$ cat config.mk
export PLATFORM = sky130hd
export DESIGN_NAME = proc_sequencer
export DESIGN_NICKNAME = d
export VERILOG_FILES = /design/src/rtl/proc_sequencer.sv
export SDC_FILE = /design/constraint.sdc
export NUM_CORES = 1
export LEC_CHECK = 0
export ABC_CLOCK_PERIOD_IN_PS = 2150
export BUFFER_PORTS_ARGS = -buffer_cell sky130_fd_sc_hd__buf_2
export CORE_UTILIZATION = 35
export CTS_CLUSTER_DIAMETER = 60
export DETAILED_ROUTE_END_ITERATION = 7
export SLEW_MARGIN = 20
export SYNTH_ARGS = -nofsm -noshare
export SYNTH_HDL_FRONTEND = slang
export SYNTH_SLANG_ARGS = --single-unit
$ cat constraint.sdc
create_clock -name clk -period 2.15 [get_ports clk]
set_input_delay 0.215 -clock clk [delete_from_list [all_inputs] [get_ports clk]]
set_output_delay 0.215 -clock clk [all_outputs]
set_load 0.005 [all_outputs]
$ cat src/rtl/proc_sequencer.sv
// Multi-cycle instruction sequencer: fetch, load IR, execute, memory handshake, next-PC.
// Strobes are registered and set on the edge entering their state; sendreg's write strobe follows dmem_ack.
module proc_sequencer #(
  parameter int PC_W = 16
) (
  input  logic            clk,
  input  logic            sys_rst,
  input  logic            start,
  output logic [PC_W-1:0] pmem_addr,
  output logic            pmem_rd,
  input  logic [31:0]     pmem_data,
  output logic [31:0]     ir,
  output logic            exec_en,
  output logic            rf_we,
  output logic            dmem_req,
  output logic            dmem_we,
  output logic [1:0]      dmem_sel,
  input  logic            dmem_ack,
  input  logic [3:0]      flags,
  output logic [PC_W-1:0] pc,
  output logic            busy,
  output logic            halted,
  output logic            illegal
);

  typedef enum logic [2:0] {
    S_IDLE, S_FETCH, S_LOAD_IR, S_EXEC, S_MEM, S_NEXT, S_HALT
  } state_t;

  localparam logic [4:0] OP_ALU_MAX  = 5'b01011;
  localparam logic [4:0] OP_STOREREG = 5'b01101;
  localparam logic [4:0] OP_STOREDIN = 5'b01110;
  localparam logic [4:0] OP_SENDDOUT = 5'b01111;
  localparam logic [4:0] OP_SENDREG  = 5'b10001;
  localparam logic [4:0] OP_JUMP     = 5'b10010;
  localparam logic [4:0] OP_JC       = 5'b10011;
  localparam logic [4:0] OP_JNC      = 5'b10100;
  localparam logic [4:0] OP_JS       = 5'b10101;
  localparam logic [4:0] OP_JNS      = 5'b10110;
  localparam logic [4:0] OP_JZ       = 5'b10111;
  localparam logic [4:0] OP_JNZ      = 5'b11000;
  localparam logic [4:0] OP_JO       = 5'b11001;
  localparam logic [4:0] OP_JNO      = 5'b11010;
  localparam logic [4:0] OP_HALT     = 5'b11011;

  function automatic logic is_alu(input logic [4:0] op);
    return op <= OP_ALU_MAX;
  endfunction

  function automatic logic is_mem(input logic [4:0] op);
    return (op == OP_STOREREG) || (op == OP_STOREDIN) ||
           (op == OP_SENDDOUT) || (op == OP_SENDREG);
  endfunction

  function automatic logic is_jump(input logic [4:0] op);
    return (op >= OP_JUMP) && (op <= OP_JNO);
  endfunction

  function automatic logic jump_cond(input logic [4:0] op, input logic [3:0] f);
    case (op)
      OP_JUMP: return 1'b1;
      OP_JC:   return f[3];
      OP_JNC:  return ~f[3];
      OP_JS:   return f[2];
      OP_JNS:  return ~f[2];
      OP_JZ:   return f[1];
      OP_JNZ:  return ~f[1];
      OP_JO:   return f[0];
      OP_JNO:  return ~f[0];
      default: return 1'b0;
    endcase
  endfunction

  function automatic logic [1:0] mem_sel(input logic [4:0] op);
    case (op)
      OP_STOREREG: return 2'b00;
      OP_STOREDIN: return 2'b01;
      OP_SENDDOUT: return 2'b10;
      default:     return 2'b11;
    endcase
  endfunction

  state_t          r_state;
  logic [PC_W-1:0] r_pc;
  logic [31:0]     r_ir;
  logic            r_pmem_rd;
  logic            r_exec_en;
  logic            r_rf_we;
  logic            r_dmem_req;
  logic            r_dmem_we;
  logic [1:0]      r_dmem_sel;
  logic            r_busy;
  logic            r_halted;
  logic            r_illegal;
  logic            r_taken;

  logic [4:0]      w_op;
  logic [4:0]      w_load_op;
  logic            w_load_legal;
  logic            w_sendreg_ack;

  assign w_op         = r_ir[31:27];
  assign w_load_op    = pmem_data[31:27];
  assign w_load_legal = is_alu(w_load_op) || is_mem(w_load_op) ||
                        is_jump(w_load_op) || (w_load_op == OP_HALT);

  // The register-file write for sendreg lands in the very cycle the port acknowledges.
  assign w_sendreg_ack = (r_state == S_MEM) && (r_dmem_sel == 2'b11) && dmem_ack;

  always_ff @(posedge clk or posedge sys_rst) begin
    if (sys_rst) begin
      r_state    <= S_IDLE;
      r_pc       <= '0;
      r_ir       <= '0;
      r_pmem_rd  <= 1'b0;
      r_exec_en  <= 1'b0;
      r_rf_we    <= 1'b0;
      r_dmem_req <= 1'b0;
      r_dmem_we  <= 1'b0;
      r_dmem_sel <= 2'b00;
      r_busy     <= 1'b0;
      r_halted   <= 1'b0;
      r_illegal  <= 1'b0;
      r_taken    <= 1'b0;
    end else begin
      r_pmem_rd <= 1'b0;
      r_exec_en <= 1'b0;
      r_rf_we   <= 1'b0;
      r_illegal <= 1'b0;
      case (r_state)
        S_IDLE: begin
          if (start) begin
            r_state   <= S_FETCH;
            r_pc      <= '0;
            r_pmem_rd <= 1'b1;
            r_busy    <= 1'b1;
          end
        end
        S_FETCH: r_state <= S_LOAD_IR;
        S_LOAD_IR: begin
          // Decode the incoming word so the EXEC-cycle strobes leave straight from flops.
          r_ir    <= pmem_data;
          r_state <= S_EXEC;
          if (is_alu(w_load_op)) begin
            r_exec_en <= 1'b1;
            r_rf_we   <= 1'b1;
          end else if (!w_load_legal) begin
            r_illegal <= 1'b1;
          end
        end
        S_EXEC: begin
          r_taken <= 1'b0;
          if (is_mem(w_op)) begin
            r_state    <= S_MEM;
            r_dmem_req <= 1'b1;
            r_dmem_we  <= (w_op == OP_STOREREG) || (w_op == OP_STOREDIN);
            r_dmem_sel <= mem_sel(w_op);
          end else if (w_op == OP_HALT) begin
            r_state  <= S_HALT;
            r_busy   <= 1'b0;
            r_halted <= 1'b1;
          end else begin
            r_state <= S_NEXT;
            r_taken <= is_jump(w_op) && jump_cond(w_op, flags);
          end
        end
        S_MEM: begin
          if (dmem_ack) begin
            r_state    <= S_NEXT;
            r_dmem_req <= 1'b0;
            r_dmem_we  <= 1'b0;
            r_dmem_sel <= 2'b00;
          end
        end
        S_NEXT: begin
          r_pc      <= r_taken ? r_ir[PC_W-1:0] : r_pc + {{(PC_W-1){1'b0}}, 1'b1};
          r_taken   <= 1'b0;
          r_state   <= S_FETCH;
          r_pmem_rd <= 1'b1;
        end
        S_HALT: r_state <= S_HALT;
        default: r_state <= S_IDLE;
      endcase
    end
  end

  assign pmem_addr = r_pc;
  assign pmem_rd   = r_pmem_rd;
  assign ir        = r_ir;
  assign exec_en   = r_exec_en;
  assign rf_we     = r_rf_we | w_sendreg_ack;
  assign dmem_req  = r_dmem_req;
  assign dmem_we   = r_dmem_we;
  assign dmem_sel  = r_dmem_sel;
  assign pc        = r_pc;
  assign busy      = r_busy;
  assign halted    = r_halted;
  assign illegal   = r_illegal;

endmodule
==> results of run 1 <==
[how the worst min path moves through the flow]
stage | start | end | slack [ps] | cells past startpoint
5_1_grt | pmem_data[16] | ir[16] | 100 | 2
4_1_cts | pmem_data[10] | ir[10] | 100 | 2
6_report | pmem_data[10] | ir[10] | 110 | 2
2_1_floorplan | pmem_data[31] | r_rf_we | 300 | 1
3_5_place_dp | sys_rst | ir[25] | 310 | 3
3_3_place_gp | sys_rst | ir[26] | 310 | 3
[area by class of cell]
| class | count | share of cell area |
|---|---|---|
| multi-input combinational | 201 | 0.341 |
| timing repair buffer | 122 | 0.166 |
| clock buffer | 13 | 0.0458 |
| sequential | 61 | 0.391 |
| tap | 105 | 0.0337 |
| clock inverter | 3 | 0.0167 |
| inverter | 6 | 0.00577 |
[power by group]
part	switching (W)	internal, W	leakage [nW]	total [W]
clock	0.000456	0.000778	0.126	0.00123
combinational	0.00100	0.00113	1.01	0.00213
sequential	0.000529	0.00164	0.759	0.00217
[registers in the layout, indices dropped and copies added (netlist names)]
name / count
dmem_we: 1
halted: 1
illegal: 1
busy: 1
r_state: 3
dmem_req: 1
r_rf_we: 1
r_taken: 1
dmem_sel: 2
ir: 32
pmem_rd: 1
pc: 16
[metal layers]
metal	global-route usage	wire length, um
met1	0.241	3460
met2	0.260	3470
met4	0.0597	101
met5	0	0
met3	0.0327	386
[synth_stat cells, drive strengths merged (2+ instances only)]
cell     count
nand2       23
o2bb2ai      3
nand2b       3
a22oi        4
o22ai        2
nand4        3
buf         25
a32oi        4
o21ai       26
nor2        20
and2         3
a21oi       16
and3         6
nor4         2
nor3         8
mux2        32
dfrtp       61
mux2i        3
and2b        2
inv          6
nand3       13
nor3b        2
clkbuf       3
or3          4
a21o         2
a31oi        3
nand3b       2
or2          2
[stage by stage]
step	total power, W	hold WS, ps	cell area (um^2)	utilization	std cells
after detailed placement	0.00433	311	3650	0.437	494
after global routing	0.00596	101	3900	0.468	511
final	0.00553	109	3900	0.468	511
after CTS	0.00559	97.9	3900	0.468	511
after floorplan	0.00349	299	3060	-	296
after global placement	0.00428	313	3650	0.437	494
[kinds of logic after synthesis]
kind of cell,count (synthesis),synth area share
fa+ha+maj,1,0.00409
mux,35,0.128
flops,61,0.500
buf+inv,34,0.0667
compound gates,66,0.132
simple gates,98,0.167
xor+xnor,1,0.00287
[cell usage in the layout (no fill, tap or decap), drive strengths merged, types with 4 or more instances in the layout]
| cell type | instances |
|---|---|
| buf | 121 |
| a32oi | 4 |
| nor3 | 8 |
| nand3 | 13 |
| a22oi | 4 |
| inv | 6 |
| or3 | 4 |
| o21ai | 26 |
| and3 | 6 |
| clkbuf | 13 |
| dfrtp | 61 |
| nand2 | 23 |
| mux2 | 32 |
| a21oi | 16 |
| nor2 | 20 |
[critical path, delay by kind of cell (launching register included)]
kind	cells	cell delay (ps)
AND/OR/NAND/NOR	1	550
flip-flops	1	380
buffers and inverters	2	310
AO/OA/AOI/OAI	1	150
==> impl_metrics.yaml, run 1 <==
worst_setup_path:
  cp-end-kind: "primary output"
  crit_required_ps: 1930
  cp-start-kind: "flip-flop"
  reg2reg_to: "pc[12]"
  worst-r2r-setup-slack_ps: 410
  crit_start: "r_state[0]"
  r2r_start: "pc[0]"
  ff2ff_path_depth: 6
  max_stage_delay_ps: 550
  worstPathArrival_ps: 1710
  path_class: "flip-flop to primary output"
  path_cells: "buf_4 -> or4b_4 -> o21bai_1 -> buf_2"
  crit_fanout: 13
  cp-endpoint: "rf_we"
  cpMaxStageDelayCell: "or4b_4"
finish:
  regArea_um2: 1530
  multiInputGateArea_um2: 1330
  fin_nets: 442
  drive_gt1_frac: 0.443
  fill_cells: 826
  antennaDiodeCount: 0
  area_growth_syn_to_layout_pct: 27.7
grt:
  track_usage: 0.171
  overflow: 0
  grt_max_degree: 62
  grt_pass1_vias: 2407
  antenna_found_initial: 0
  grt_pass1_wl_um: 12000
floorplan:
  core_um2: 8340
  rows: 33
  die_w_um: 95.4
  start_util: 0.366
  die_area_um2: 9110
  die_h_um: 95.4
  ios: 114
cts:
  cts.sinks: 61
  cts_buffer_depth: 2
  clk_pin_slew_ps: 70
  postCtsHoldBufs: 1
  cts_tree: "yes"
  post_cts_buffers: 0
  cts_resized: 0
  clock_latency_ps: 330
  numCtsBuffers: 9
  htreeDepth: 3
  root_buffer: "clkbuf_8"
routing:
  wl_per_cell_um: 14.5
  dr.first_iter.drc_count: 145
  route.detailed.drc: 0
  vias_per_cell: 5.18
  first_pass_iters: 5
  vias: 2649
  drt_wl_total_um: 7420
  final_antenna_net_count: 0
sta:
  fin_ws_ps: 224
  maxSlewHeadroom: 0.702
  final_hold_viol_count: 0
  worstMarginPinSlew_ps: 435
  tns_ps: 0
  drv_slew: 0
  period_minus_slack_ps: 1930
  rsz0062_at_grt: "no"
  min_period_over_period: 0.896
  finalClockSkew_ps: 7.06
  setup_viol: 0
  clock.fmax_mhz: 519
synthesis:
  syn_area_um2: 3060
  synth_ff_type: "dfrtp_1"
  yosys_register_bits: 61
  ys_warn_count: 0
  synth_edf_count: 0
  ys_types: 52
  synth_top_area_cell: "dfrtp_1"
  syn_nets: 337
  ys_seq_area_frac: 0.500
  synth_cells: 296
  async_flop_share: 1.00
  synth.top_cells.by_area: "dfrtp_1 50%, mux2_2 12%, o21ai_0 3.9%"
  syn_avg_cell_area_um2: 10.3
  synth_top_area_frac: 0.500
worst_hold_path:
  hold_class: "input port to flip-flop"
power:
  leakage_nw: 1.90
  ir_drop_mv: 0.665
  powerDensity_nw_per_um2: 1420
place:
  portBuffers: 113
  gp_congestion: 0.777
  dp_hpwl_um: 5280
  dp_slack_ps: 460
job:
  drv_cap: 0
outcome:
  outcome: "completed"
Power figures use the tool's default switching activity.
==> run 2: changes to the inputs <==
ABC_CLOCK_PERIOD_IN_PS = default   (was 2150)
CORE_ASPECT_RATIO = 1.4   (was default)
==> run 2 against run 1 <==
Via count grew 0.30%. Sequential share of layout area is essentially flat. First-iteration DRC count grew 15%. Combinational power is essentially flat. Total power is essentially flat. Clock power is essentially flat. Critical path depth is the same. Critical path type unchanged. Critical endpoint unchanged. Largest power group is now combinational logic.
==> impl_metrics.yaml, run 2 (synthesis gave the netlist of run 1 again) <==
outcome:
  outcome: "completed"
power:
  ir_drop_mv: 0.715
  leakage_nw: 1.89
  powerDensity_nw_per_um2: 1420
grt:
  overflow: 0
  grt_pass1_vias: 2529
  grt_pass1_wl_um: 12400
  track_usage: 0.182
  grt_max_degree: 38
  antenna_found_initial: 0
routing:
  wl_per_cell_um: 15.0
  final_antenna_net_count: 0
  wl_met3_um: 494
  met1_length_um: 3020
  dr.first_iter.drc_count: 167
  drt_wl_total_um: 7610
  vias_per_cell: 5.22
  topRoutingLayerUsed: "met4"
  vias: 2657
  wl_met2_um: 3960
  route.detailed.drc: 0
  first_pass_iters: 4
floorplan:
  core_um2: 8510
  die_area_um2: 9110
  die_h_um: 113
  die_w_um: 81.0
  ios: 114
  rows: 40
  start_util: 0.359
finish:
  antennaDiodeCount: 0
  fill_cells: 868
  final_cell_mix: "113 x buf_2, 61 x dfrtp_1, 32 x mux2_2"
  drive_gt1_frac: 0.436
  fin_cells: 509
  largest_reg_flops: 32
  layout_commonest_cell: "buf_2"
  fin_nets: 442
  area_growth_syn_to_layout_pct: 27.8
  final_area_um2: 3910
place:
  dp_hpwl_um: 5580
  portBuffers: 113
  dpl.cell_count: 494
  gp_congestion: 0.842
  dp_slack_ps: 447
  dpl_cell_area_um2: 3650
worst_setup_path:
  ff2ff_path_depth: 6
  cp-end-kind: "primary output"
  crit_required_ps: 1930
  crit_fanout: 13
  cp-start-kind: "flip-flop"
  worstPathArrival_ps: 1700
  path_class: "flip-flop to primary output"
  worst-r2r-setup-slack_ps: 430
sta:
  setup_viol: 0
  min_period_over_period: 0.890
  final_hold_viol_count: 0
  finalClockSkew_ps: 10.0
  period_minus_slack_ps: 1910
  drv_slew: 0
  clock.fmax_mhz: 523
  worstMarginPinSlew_ps: 567
  rsz0062_at_grt: "no"
  fin_ws_ps: 237
  maxSlewHeadroom: 0.612
  tns_ps: 0
cts:
  cts_resized: 0
  root_buffer: "clkbuf_16"
  htreeDepth: 3
  cts_buffer_depth: 2
  clk_pin_slew_ps: 50
  clock_latency_ps: 330
  cts.sinks: 61
  numCtsBuffers: 9
  cts_tree: "yes"
  post_cts_buffers: 0
worst_hold_path:
  whs_path_depth: 2
  hold_class: "input port to flip-flop"
job:
  drv_cap: 0
## run 2: timing repair
action	4_1_cts	5_1_grt
endpoints found under the hold margin	24	0
hold buffers	1	0
setup endpoints to repair	0	0
## run 2: power breakdown
| part | total (W) | switching [W] | internal (W) |
|---|---|---|---|
| logic | 0.00216 | 0.00103 | 0.00113 |
| clock network | 0.00123 | 0.000475 | 0.000759 |
| registers | 0.00214 | 0.000497 | 0.00164 |
| total | 0.00553 | 0.00200 | 0.00353 |
## run 2: area by class of cell
class	count	area (um^2)	area share
flip-flops and latches	61	1530	0.391
well taps	105	131	0.0336
multi-input cells	201	1330	0.340
clock inverters	3	15.0	0.00384
repair buffers	122	648	0.166
inverters	6	22.5	0.00577
clock buffers	11	233	0.0596
## run 2: layer usage
layer  track usage  vias to the layer above
li1              -                     1262
met4        0.0821                        0
met1         0.215                     1290
met5             0                        -
met2         0.304                       96
met3        0.0472                        9
## run 2: through the flow
stage | hold slack (ps) | total power (W) | utilization
finish | 120 | 0.00553 | 0.459
global route | 114 | 0.00598 | 0.459
CTS | 108 | 0.00562 | 0.459
detailed placement | 302 | 0.00435 | 0.429
global placement | 299 | 0.00430 | 0.429
floorplan | 299 | 0.00349 | -
## run 2: path summary, 6_finish.rpt
kind,from,endpoint
setup reg to reg,pc[0],pc[12]
min in group asynchronous,sys_rst,ir[26]
hold / removal,pmem_data[19],ir[19]
setup / recovery,r_state[0],rf_we
max in group asynchronous,sys_rst,ir[5]
hold reg to reg,halted,halted
## run 2: critical path, cell delays in order, from the launching register on
cell	delay, ps
dfrtp_1	360
buf_4	180
or4b_4	550
o21bai_1	150
buf_2	130
